<file path="src/rtl/complex_result_accumulator.sv">
// Accumulates ACC_LEN complex multiplier results into one complex sum, presented on a valid/ready port.
// Optional feature: define COMPLEX_ACC_SAT_EN for per-component saturating accumulation with a sticky acc_sat flag.
module complex_result_accumulator #(
    parameter int DATA_WIDTH = 8,
    parameter int ACC_LEN    = 4,
    parameter int GUARD_BITS = 4,
    localparam int ACC_W     = 2 * DATA_WIDTH + GUARD_BITS
) (
    input  logic                    clk,
    input  logic                    rstn,
    input  logic                    sw_rst,
    input  logic                    res_val,
    output logic                    res_ready,
    input  logic [2*DATA_WIDTH-1:0] result_re,
    input  logic [2*DATA_WIDTH-1:0] result_im,
    output logic                    acc_val,
    input  logic                    acc_ready,
    output logic [ACC_W-1:0]        acc_re,
    output logic [ACC_W-1:0]        acc_im,
    output logic                    acc_sat
);

    localparam int CNT_W = (ACC_LEN > 1) ? $clog2(ACC_LEN) : 1;
    localparam logic [CNT_W-1:0] LAST_BEAT = CNT_W'(ACC_LEN - 1);

    typedef enum logic [1:0] {
        CLEAR = 2'd0,
        ACCUM = 2'd1,
        HOLD  = 2'd2
    } state_t;

    state_t                    state;
    logic [CNT_W-1:0]          beat_cnt;
    logic signed [ACC_W-1:0]   sum_re;
    logic signed [ACC_W-1:0]   sum_im;
    logic signed [ACC_W-1:0]   beat_re;
    logic signed [ACC_W-1:0]   beat_im;
    logic signed [ACC_W-1:0]   nxt_re;
    logic signed [ACC_W-1:0]   nxt_im;
    logic                      beat_xfer;

    // Ready is a pure function of state and sw_rst so the upstream sees no combinational loop.
    assign res_ready = (state == ACCUM) && !sw_rst;
    assign acc_val   = (state == HOLD);
    assign beat_xfer = res_val && res_ready;

    assign beat_re = ACC_W'($signed(result_re));
    assign beat_im = ACC_W'($signed(result_im));

    assign acc_re = sum_re;
    assign acc_im = sum_im;

`ifdef COMPLEX_ACC_SAT_EN
    localparam logic signed [ACC_W-1:0] ACC_MAX = {1'b0, {(ACC_W-1){1'b1}}};
    localparam logic signed [ACC_W-1:0] ACC_MIN = {1'b1, {(ACC_W-1){1'b0}}};

    logic signed [ACC_W:0] ext_re;
    logic signed [ACC_W:0] ext_im;
    logic                  nxt_clamp;
    logic                  sat_q;

    function automatic logic signed [ACC_W:0] add_ext(input logic signed [ACC_W-1:0] a,
                                                      input logic signed [ACC_W-1:0] b);
        return (ACC_W+1)'(a) + (ACC_W+1)'(b);
    endfunction

    function automatic logic ovf(input logic signed [ACC_W:0] s);
        return s[ACC_W] ^ s[ACC_W-1];
    endfunction

    function automatic logic signed [ACC_W-1:0] sat_acc(input logic signed [ACC_W:0] s);
        if (ovf(s))
            return s[ACC_W] ? ACC_MIN : ACC_MAX;
        return s[ACC_W-1:0];
    endfunction

    always_comb begin
        ext_re    = add_ext(sum_re, beat_re);
        ext_im    = add_ext(sum_im, beat_im);
        nxt_re    = sat_acc(ext_re);
        nxt_im    = sat_acc(ext_im);
        nxt_clamp = ovf(ext_re) || ovf(ext_im);
    end

    // Sticky for the frame: cleared whenever the sum is consumed or discarded.
    always_ff @(posedge clk or negedge rstn) begin
        if (!rstn)
            sat_q <= 1'b0;
        else if (sw_rst || (state == CLEAR) || ((state == HOLD) && acc_ready))
            sat_q <= 1'b0;
        else if (beat_xfer && nxt_clamp)
            sat_q <= 1'b1;
    end

    assign acc_sat = sat_q;
`else
    assign nxt_re  = sum_re + beat_re;
    assign nxt_im  = sum_im + beat_im;
    assign acc_sat = 1'b0;
`endif

    always_ff @(posedge clk or negedge rstn) begin
        if (!rstn) begin
            state    <= CLEAR;
            beat_cnt <= '0;
            sum_re   <= '0;
            sum_im   <= '0;
        end else if (sw_rst) begin
            state    <= CLEAR;
            beat_cnt <= '0;
            sum_re   <= '0;
            sum_im   <= '0;
        end else begin
            case (state)
                CLEAR: begin
                    state    <= ACCUM;
                    beat_cnt <= '0;
                    sum_re   <= '0;
                    sum_im   <= '0;
                end
                ACCUM: begin
                    if (beat_xfer) begin
                        sum_re <= nxt_re;
                        sum_im <= nxt_im;
                        if (beat_cnt == LAST_BEAT) begin
                            beat_cnt <= '0;
                            state    <= HOLD;
                        end else begin
                            beat_cnt <= beat_cnt + CNT_W'(1);
                        end
                    end
                end
                HOLD: begin
                    if (acc_ready) begin
                        sum_re <= '0;
                        sum_im <= '0;
                        state  <= ACCUM;
                    end
                end
                default: state <= CLEAR;
            endcase
        end
    end

endmodule

</file>
<file path="config.mk">
export PLATFORM = sky130hd
export DESIGN_NAME = complex_result_accumulator
export DESIGN_NICKNAME = d
export VERILOG_FILES = /design/src/rtl/complex_result_accumulator.sv
export SDC_FILE = /design/constraint.sdc
export NUM_CORES = 1
export LEC_CHECK = 0
export ABC_AREA = 1
export BUFFER_PORTS_ARGS = -buffer_cell sky130_fd_sc_hd__buf_2
export CAP_MARGIN = 20
export CORE_ASPECT_RATIO = 1.5
export CORE_UTILIZATION = 50
export CTS_CLUSTER_SIZE = 16
export DETAILED_ROUTE_END_ITERATION = 8
export GPL_ROUTABILITY_DRIVEN = 0
export GPL_TIMING_DRIVEN = 0
export PLACE_DENSITY_LB_ADDON = 0.15
export SLEW_MARGIN = 20
export SYNTH_ARGS = -nofsm -noshare
export SYNTH_HDL_FRONTEND = slang
export SYNTH_SLANG_ARGS = --single-unit
</file>
<file path="constraint.sdc">
create_clock -name clk -period 2.9 [get_ports clk]
set_input_delay 0.435 -clock clk [delete_from_list [all_inputs] [get_ports clk]]
set_output_delay 0.435 -clock clk [all_outputs]
set_load 0.05 [all_outputs]
</file>
==> impl_metrics.json, run 1 <==
{
  "cts_max_level": 2,
  "grt_pass1_vias": 4188,
  "finalSetupViolations": 0,
  "arrival_ns": 2.20,
  "net-switching-power_mw": 1.388,
  "combPwrFrac_pct": 50.1,
  "fin_worst_skew_ns": 0.004453,
  "max_slew_margin_pct": 61.11,
  "dr.pass1.iters": 5,
  "cp_slowest_stage_delay_ns": 0.45,
  "place_area_sq_um": 4546,
  "synth.ff_latch_count": 44,
  "setup_tns_ns": 0,
  "ctsHoldBuffers": 0,
  "antenna_cells": 0,
  "root_buffer": "clkbuf_16",
  "ioPinCount": 80,
  "clk_latency_ns": 0.30,
  "grt_max_degree": 45,
  "grt_overflow_total": 0,
  "synth_nets": 704,
  "layout_common_cells": "254 x nand2_1, 79 x buf_2, 66 x inv_1",
  "powerDensity_nw_per_um2": 625.3,
  "hold_path.class": "input pin to asynchronous set/reset pin",
  "synth_edf_count": 0,
  "power.total_mw": 2.949,
  "cts_buffers": 5,
  "start_kind": "flip-flop",
  "max_freq_mhz": 495.6,
  "cts_resized": 0,
  "drc": 0,
  "finalWirelength_mm": 10.60,
  "required_ns": 3.09,
  "cp_cell_sequence": "ha_1 > fa_1 > nand3_1 > nand3_1 > nand2_1 > nand2_1 > nand2_1 > nand3b_1 > nand3_1 > nand2_1",
  "synthFlopType": "dfrtp_1",
  "final_util_pct": 61.17,
  "ys_types": 32,
  "fillers": 798,
  "cpMostUsedCell": "nand2_1",
  "rsz0062_at_grt": "no",
  "die_h_um": 111.9,
  "area_growth_pct": 17.09,
  "antenna_found_initial": 0,
  "row_count": 39,
  "die_area_sq_um": 8425,
  "die_x_um": 75.28,
  "num_vias": 4255,
  "vias_per_cell": 5.227,
  "rrSetupSlack_ns": 0.88,
  "p_int_mw": 1.560,
  "port_buffers": 78,
  "clock_path_buffers": 2,
  "synthArstFlopShare_pct": 100.0,
  "cts_tree": "yes",
  "worstRegToRegCells": 10,
  "period_share_pct": 69.58,
  "final_nets": 789,
  "dp_hpwl_mm": 8.331,
  "track_usage_pct": 27.07,
  "start_util_pct": 52.24,
  "tightest_slew_ns": 0.5833,
  "postSynthAreaPerCell_sq_um": 6.434,
  "cap_violations": 0,
  "design_area_sq_um": 4716,
  "cp-end-kind": "flip-flop",
  "first_iter_violations": 227,
  "clkPwrFrac_pct": 22.7,
  "drive_above_1_share_pct": 15.03,
  "worst-setup-path-type": "flip-flop to flip-flop",
  "core-area_sq_um": 7710,
  "switching_share_pct": 47.09,
  "synthCells": 626,
  "post-route-min-period_ns": 2.018,
  "cpMaxStageDelayCell": "fa_1",
  "grt_pass1_wl_mm": 17.62,
  "wl_per_cell_um": 13.03,
  "clk_pin_slew_ns": 0.07,
  "r2r-end": "acc_im[16]",
  "final_common_cell": "nand2_1",
  "crit_fanout": 4,
  "vdd_drop_max_v": 0.0003931,
  "power_frac_seq_pct": 27.2,
  "status": "finished clean",
  "seq_area_frac_synth_pct": 27.34,
  "finalHoldViolations": 0,
  "p_leak_nw": 2.867,
  "final_antenna_net_count": 0,
  "yosys_warnings": 0,
  "syn_area_sq_um": 4028,
  "slew_violations": 0,
  "r2r_start": "acc_im[0]",
  "cts_setup_buffers": 0,
  "clock-sinks": 44
}
==> layout make-up <==
| type | count | area [sq um] | share of cell area, % |
|---|---|---|---|
| Buffer | 8 | 58.81 | 1.247 |
| Inverter | 70 | 262.8 | 5.572 |
| Clock buffer | 5 | 125.1 | 2.653 |
| Clock inverter | 3 | 42.54 | 0.9021 |
| Sequential cell | 44 | 1101 | 23.35 |
| Multi-Input combinational cell | 504 | 2605 | 55.24 |
| Timing Repair Buffer | 78 | 392.9 | 8.331 |
| Tap cell | 102 | 127.6 | 2.706 |
==> worst max-delay path by stage <==
| stage | start | endpoint | slack, ns | depth (start not counted) |
|---|---|---|---|---|
| floorplan | acc_im[0] | acc_im[14] | 0.89 | 10 |
| global placement | result_im[0] | acc_im[14] | 0.76 | 11 |
| detailed placement | result_im[0] | acc_im[16] | 0.75 | 11 |
| global route | acc_im[0] | acc_im[16] | 0.74 | 10 |
| finish | acc_im[0] | acc_im[16] | 0.88 | 10 |
| CTS | acc_im[0] | acc_im[14] | 0.90 | 10 |
==> registers in the layout (all words and copies together) (netlist names) <==
register / flops
state: 2
beat_cnt: 2
acc_im: 20
acc_re: 20
==> cells by family after synthesis <==
family	Yosys count	synth area share, %
compound gates	68	9.630
xor+xnor	8	1.740
fa+ha+maj	41	13.11
buf+inv	78	7.984
flops	44	27.34
other cells	1	0.09311
simple gates	386	40.11
==> layer usage <==
layer / part of all wire [%] / global-route usage, % / vias to the layer above
met5: 0 / 0 / -
met4: 4.7 / 16.54 / 0
met3: 3.5 / 3.439 / 33
met2: 53 / 49.70 / 111
met1: 39 / 27.52 / 1939
li1: - / - / 2172
==> critical path: cells and delay by family (launching register included) <==
family	cells	cell delay [ns]
DFF	1	0.39
and+or+nand+nor	8	0.83
adders and majority gates	2	0.69
==> synthesized netlist by cell type (3+ instances only) <==
cell type	instances	area (sq um)
nand2_1	254	953.4
inv_1	66	247.7
nor2_1	53	198.9
nand3_1	50	250.2
dfrtp_1	44	1101
ha_1	39	488.0
a21oi_1	30	150.1
o21ai_0	15	75.07
nand3b_1	12	90.09
o21ai_1	9	45.04
nor3_1	6	30.03
xnor2_1	6	52.55
buf_4	5	37.54
a21oi_2	4	35.03
a22o_1	4	35.03
inv_2	4	15.01
and2_1	3	18.77
nand4_1	3	18.77
o21bai_1	3	22.52
==> stage by stage <==
step                setup slack, ns  hold WS, ns  std cells
floorplan                    0.8900       0.1394        626
global placement             0.7553       0.4688        806
detailed placement           0.7509       0.4905        806
CTS                          0.8951       0.3643        814
global route                 0.7400       0.1900        814
finish                       0.8822       0.1466        814
==> power groups by stage <==
stage,Combinational (mW),Sequential (mW),Clock [mW]
floorplan,0.831,1.08,0
global placement,1.44,0.806,0
detailed placement,1.46,0.811,0
CTS,1.47,0.801,0.683
global route,1.64,0.815,0.700
finish,1.48,0.801,0.670
(Power assumes the default switching activity.)
==> run 2, diff against run 1 <==
ABC_AREA = 0   (was 1)
clock period = 1.65 ns   (was 2.9 ns; I/O delays follow)
==> run 2 against run 1 <==
The run now ends with DRC, setup timing left. Global-route usage is 1.9 points higher. Setup slack worse by 1.7 ns. Non-clock buffer count is 54 higher.
==> impl_metrics.json, run 2 <==
{
  "synthCells": 405,
  "required_ns": 1.85,
  "clk_pin_slew_ns": 0.09,
  "grt_overflow_total": 0,
  "antenna_found_initial": 0,
  "cp-end-kind": "flip-flop",
  "yosysTopAreaCellShare_pct": 31.19,
  "final_nets": 616,
  "cts_tree": "yes",
  "start_kind": "flip-flop",
  "place_area_sq_um": 4354,
  "fin_worst_skew_ns": 0.01255,
  "area_growth_pct": 47.61,
  "netlist_top_cells_count": "50 x nand2_1, 44 x dfrtp_1, 41 x a21oi_1",
  "status": "finished, violations left",
  "drc": 10,
  "layout_common_cells": "78 x buf_2, 46 x nand2_1, 42 x buf_4",
  "max_slew_margin_pct": 59.89,
  "seq_area_frac_synth_pct": 31.19,
  "cap_violations": 0,
  "port_buffers": 78,
  "fillers": 480,
  "root_buffer": "clkbuf_8",
  "p_leak_nw": 2.454,
  "postSynthAreaPerCell_sq_um": 8.715,
  "setup_tns_ns": -16.64,
  "period_share_pct": 149.8,
  "die_h_um": 104.9,
  "finalSetupViolations": 34,
  "post-route-min-period_ns": 2.471,
  "violations": "DRC, setup timing",
  "crit_fanout": 3,
  "yosys_warnings": 0,
  "synthFlopType": "dfrtp_1",
  "rsz0062_at_grt": "yes",
  "cts_buffers": 5,
  "clock_path_buffers": 2,
  "tightest_slew_ns": 0.6016,
  "num_vias": 3834,
  "row_count": 37,
  "pre_cts_ws_ns": -0.9390,
  "antenna_cells": 0,
  "max_freq_mhz": 404.6,
  "finalWirelength_mm": 11.09,
  "ys_types": 49,
  "vias_per_cell": 6.214,
  "die_area_sq_um": 7406,
  "start_util_pct": 51.52,
  "multi_input_area_sq_um": 2918,
  "grt_pass1_vias": 3839,
  "arrival_ns": 2.67,
  "final-seq-area_sq_um": 1139,
  "final_common_cell": "buf_2",
  "power.total_mw": 4.374,
  "grt_max_degree": 45,
  "ioPinCount": 80,
  "first_iter_violations": 186,
  "syn_area_sq_um": 3530,
  "core-area_sq_um": 6852,
  "finalHoldWorstSlack_ns": 0.1913,
  "synth.ff_latch_count": 44,
  "yosysMostFrequentCell": "nand2_1",
  "wl_per_cell_um": 17.98,
  "grt_pass1_wl_mm": 17.11,
  "slew_violations": 0,
  "cts_max_level": 2,
  "dr.pass1.iters": 7,
  "hold_path.class": "input pin to flip-flop",
  "clk_latency_ns": 0.31,
  "dp_hpwl_mm": 7.319,
  "powerDensity_nw_per_um2": 839.6,
  "clock-sinks": 44,
  "final_antenna_net_count": 0,
  "synth_area_leader_cell": "dfrtp_1",
  "drive_above_1_share_pct": 47.87,
  "synth_edf_count": 0,
  "setup_slack_ns": -0.8214,
  "design_area_sq_um": 5210,
  "synthArstFlopShare_pct": 100.0,
  "yosys-top-cells-area": "dfrtp_1 31%, ha_1 14%, a21oi_1 5.8%",
  "worst-setup-path-type": "flip-flop to flip-flop",
  "die_x_um": 70.60,
  "track_usage_pct": 28.94,
  "vdd_drop_max_v": 0.0005779,
  "finalHoldViolations": 0,
  "synth_nets": 483
}
==> run 2: cell types whose count changed after synthesis, sizes merged, moves of 19 or more <==
cell | previous run | this run
a22o | 4 | 23
inv | 70 | 11
nand2 | 255 | 50
nand3 | 50 | 6
nor2 | 54 | 26
==> run 2: per-stage QoR <==
step | instances | util, %
6_report | 617 | 76.04
4_1_cts | 606 | 72.75
5_1_grt | 617 | 76.04
2_1_floorplan | 405 | -
3_3_place_gp | 561 | 63.55
3_5_place_dp | 561 | 63.55
==> run 2: routing by layer <==
metal	part of all wire [%]	global-route usage, %
met1	37	29.93
met2	54	54.44
met3	3.9	3.664
met4	4.5	17.14
met5	0	0
==> run 2: path summary, 6_finish.rpt <==
kind | slack [ns] | depth (start not counted) | to | startpoint
max reg2reg | -0.82 | 9 | acc_re[18] | acc_re[0]
min reg2reg | 0.53 | 1 | acc_re[6] | acc_re[6]
max | -0.82 | 9 | acc_re[18] | acc_re[0]
min in group asynchronous | 0.47 | 2 | acc_im[8] | rstn
min | 0.19 | 2 | state[0] | sw_rst
max in group asynchronous | 0.72 | 2 | acc_re[11] | rstn
==> run 2: timing repair <==
item,4_1_cts,5_1_grt
cloned,0,0
resized for setup,55,33
pin swaps,49,39
setup buffers,39,17
endpoints found under the setup margin,41,41
endpoints found under the hold margin,0,34
hold buffers,0,1
==> run 2: kinds of logic after synthesis <==
group,share of synthesized area [%]
and+or+nand+nor,15.67
other,0.1062
xor gates and xnor gates,7.692
muxes,0.2836
adders and majority gates,14.96
DFF,31.19
AOI/OAI and AO/OA,27.05
buffers and inverters,3.049
==> run 2: where the power goes <==
group	switching [mW]	leakage (nW)	total, mW	internal (mW)
combinational	1.26	1.85	2.15	0.884
clock	0.432	0.0614	0.928	0.496
sequential	0.109	0.546	1.30	1.19
total	1.81	2.45	4.37	2.57
==> run 2: critical path: stages (launching register included) <==
cell	delay, ns
dfrtp_2	0.44
ha_4	0.17
fa_2	0.37
a21oi_4	0.18
o21ai_4	0.08
a211o_1	0.31
o211ai_2	0.11
nor4_4	0.06
or4_1	0.41
a32o_1	0.24
==> run 2: area by class of cell <==
type | instances | area share (%)
multi-input combinational | 336 | 56.00
sequential | 44 | 21.85
timing repair buffer | 131 | 16.21
tap | 78 | 1.873
clock buffer | 6 | 1.585
buffer | 9 | 0.9366
inverter | 11 | 0.7925
clock inverter | 2 | 0.7445
==> run 3, diff against run 2 <==
clock period = 2.72 ns   (was 1.65 ns; I/O delays follow)
==> run 3 against run 2 <==
The run ends with DRC left. Power fell by 47%. Hold slack got worse by 0.084 ns. Sequential share of layout area rose by 4.5 points. Critical path depth did not move. Combinational power fell by 54%. Count of clock-buffer cells in the layout rose by 1. Clock skew fell by 0.0063 ns. Via count fell by 12%. First-iteration DRC count rose by 11%. Flip-flop and latch count did not move. Setup slack improved by 0.91 ns. Die area did not move.
==> impl_metrics.json, run 3 (synthesis results as in run 2) <==
{
  "finalSetupViolations": 0,
  "grt_pass1_wl_mm": 14.56,
  "first_iter_violations": 207,
  "tightest_slew_ns": 0.8176,
  "rsz0062_at_grt": "no",
  "ioPinCount": 80,
  "start_kind": "flip-flop",
  "worst-setup-path-type": "flip-flop to flip-flop",
  "core-area_sq_um": 6852,
  "port_buffers": 78,
  "layout_common_cells": "79 x buf_2, 50 x nand2_1, 44 x dfrtp_1",
  "hold_path.class": "input pin to asynchronous set/reset pin",
  "cts_buffers": 5,
  "vdd_drop_max_v": 0.0003274,
  "max_freq_mhz": 379.7,
  "fillers": 641,
  "die_h_um": 104.9,
  "final_antenna_net_count": 0,
  "finalHoldWorstSlack_ns": 0.1069,
  "ctsHoldBuffers": 0,
  "grt_overflow_total": 0,
  "antenna_cells": 0,
  "arrival_ns": 2.83,
  "start_util_pct": 51.52,
  "required_ns": 2.92,
  "multi_input_area_sq_um": 2342,
  "powerDensity_nw_per_um2": 552.6,
  "cap_violations": 0,
  "final_common_cell": "buf_2",
  "final_nets": 569,
  "cp-end-kind": "flip-flop",
  "die_x_um": 70.60,
  "finalHoldViolations": 0,
  "cts_tree": "yes",
  "post-route-min-period_ns": 2.634,
  "setup_slack_ns": 0.08615,
  "clk_latency_ns": 0.30,
  "pre_cts_ws_ns": -0.1254,
  "wl_per_cell_um": 15.90,
  "period_share_pct": 96.83,
  "grt_pass1_vias": 3254,
  "violations": "DRC",
  "drc": 10,
  "cts_max_level": 2,
  "area_growth_pct": 18.29,
  "status": "finished, violations left",
  "slew_violations": 0,
  "dr.pass1.iters": 7,
  "fin_worst_skew_ns": 0.006266,
  "drive_above_1_share_pct": 20.12,
  "root_buffer": "clkbuf_8",
  "antenna_found_initial": 0,
  "crit_fanout": 3,
  "max_slew_margin_pct": 45.29,
  "track_usage_pct": 24.88,
  "grt_max_degree": 45,
  "row_count": 37,
  "finalWirelength_mm": 9.065,
  "clk_pin_slew_ns": 0.09,
  "num_vias": 3387,
  "die_area_sq_um": 7406,
  "vias_per_cell": 5.942,
  "dp_hpwl_mm": 7.009,
  "clock_path_buffers": 2,
  "p_leak_nw": 2.158,
  "clock-sinks": 44,
  "final-seq-area_sq_um": 1101
}
run 3: changes by cell type in the layout (fill, tap and decap cells not counted), sizes merged:
| cell | change |
|---|---|
| buf | -50 |
| dlygate4sd3 | -1 |
| clkbuf | +5 |
| clkinv | -1 |
run 3: cell type report:
class	instances	area share [%]
timing repair buffer	79	9.589
multi-input combinational	336	56.10
tap	78	2.337
inverter	11	0.9889
clock buffer	7	2.307
clock inverter	1	0.7192
sequential	44	26.37
buffer	14	1.588
run 3: per-stage QoR:
| step | cell area (sq um) | setup TNS (ns) | cells | power [mW] | util, % |
|---|---|---|---|---|---|
| after CTS | 4149 | 0 | 569 | 2.311 | 60.56 |
| after detailed placement | 4018 | -0.4913 | 561 | 1.742 | 58.64 |
| after global placement | 4018 | -0.3197 | 561 | 1.728 | 58.64 |
| after global routing | 4175 | 0 | 570 | 2.439 | 60.94 |
| after floorplan | 3530 | 0 | 405 | 1.508 | - |
| final | 4175 | 0 | 570 | 2.307 | 60.94 |
run 3: critical path, stage by stage, from the launching register on:
cell and delay [ns]:
dfrtp_1 0.40, ha_1 0.22, fa_2 0.36, a21oi_2 0.17, o21ai_1 0.15, a211o_1 0.33, o211ai_2 0.12, nor4_1 0.11
or4_1 0.41, a32o_1 0.25
run 3: report_power, final:
group          switching (mW)  internal [mW]
Combinational           0.638          0.341
Sequential             0.0526          0.713
Clock                   0.238          0.325
Total                   0.929           1.38
run 3: final timing paths:
kind	cells after the start	slack, ns	to	from
setup / recovery	9	0.09	acc_re[18]	acc_re[0]
max in group asynchronous	1	2.22	acc_re[8]	rstn
hold reg to reg	2	0.52	acc_im[0]	acc_im[0]
hold / removal	1	0.11	beat_cnt[0]	rstn
setup reg to reg	9	0.09	acc_re[18]	acc_re[0]
min in group clk	2	0.35	beat_cnt[0]	sw_rst
run 3: timing repair:
action,4_1_cts,5_1_grt
pin swaps,0,1
endpoints found under the setup margin,1,4
resized for setup,1,4
buffers inserted,0,1
run 3: routing by layer:
| metal | wire (um) | share of wire, % | global-route usage, % |
|---|---|---|---|
| met5 | 0 | 0 | 0 |
| met4 | 214 | 2.4 | 10.00 |
| met3 | 262 | 2.9 | 2.893 |
| met2 | 5095 | 56 | 48.20 |
| met1 | 3492 | 39 | 26.69 |
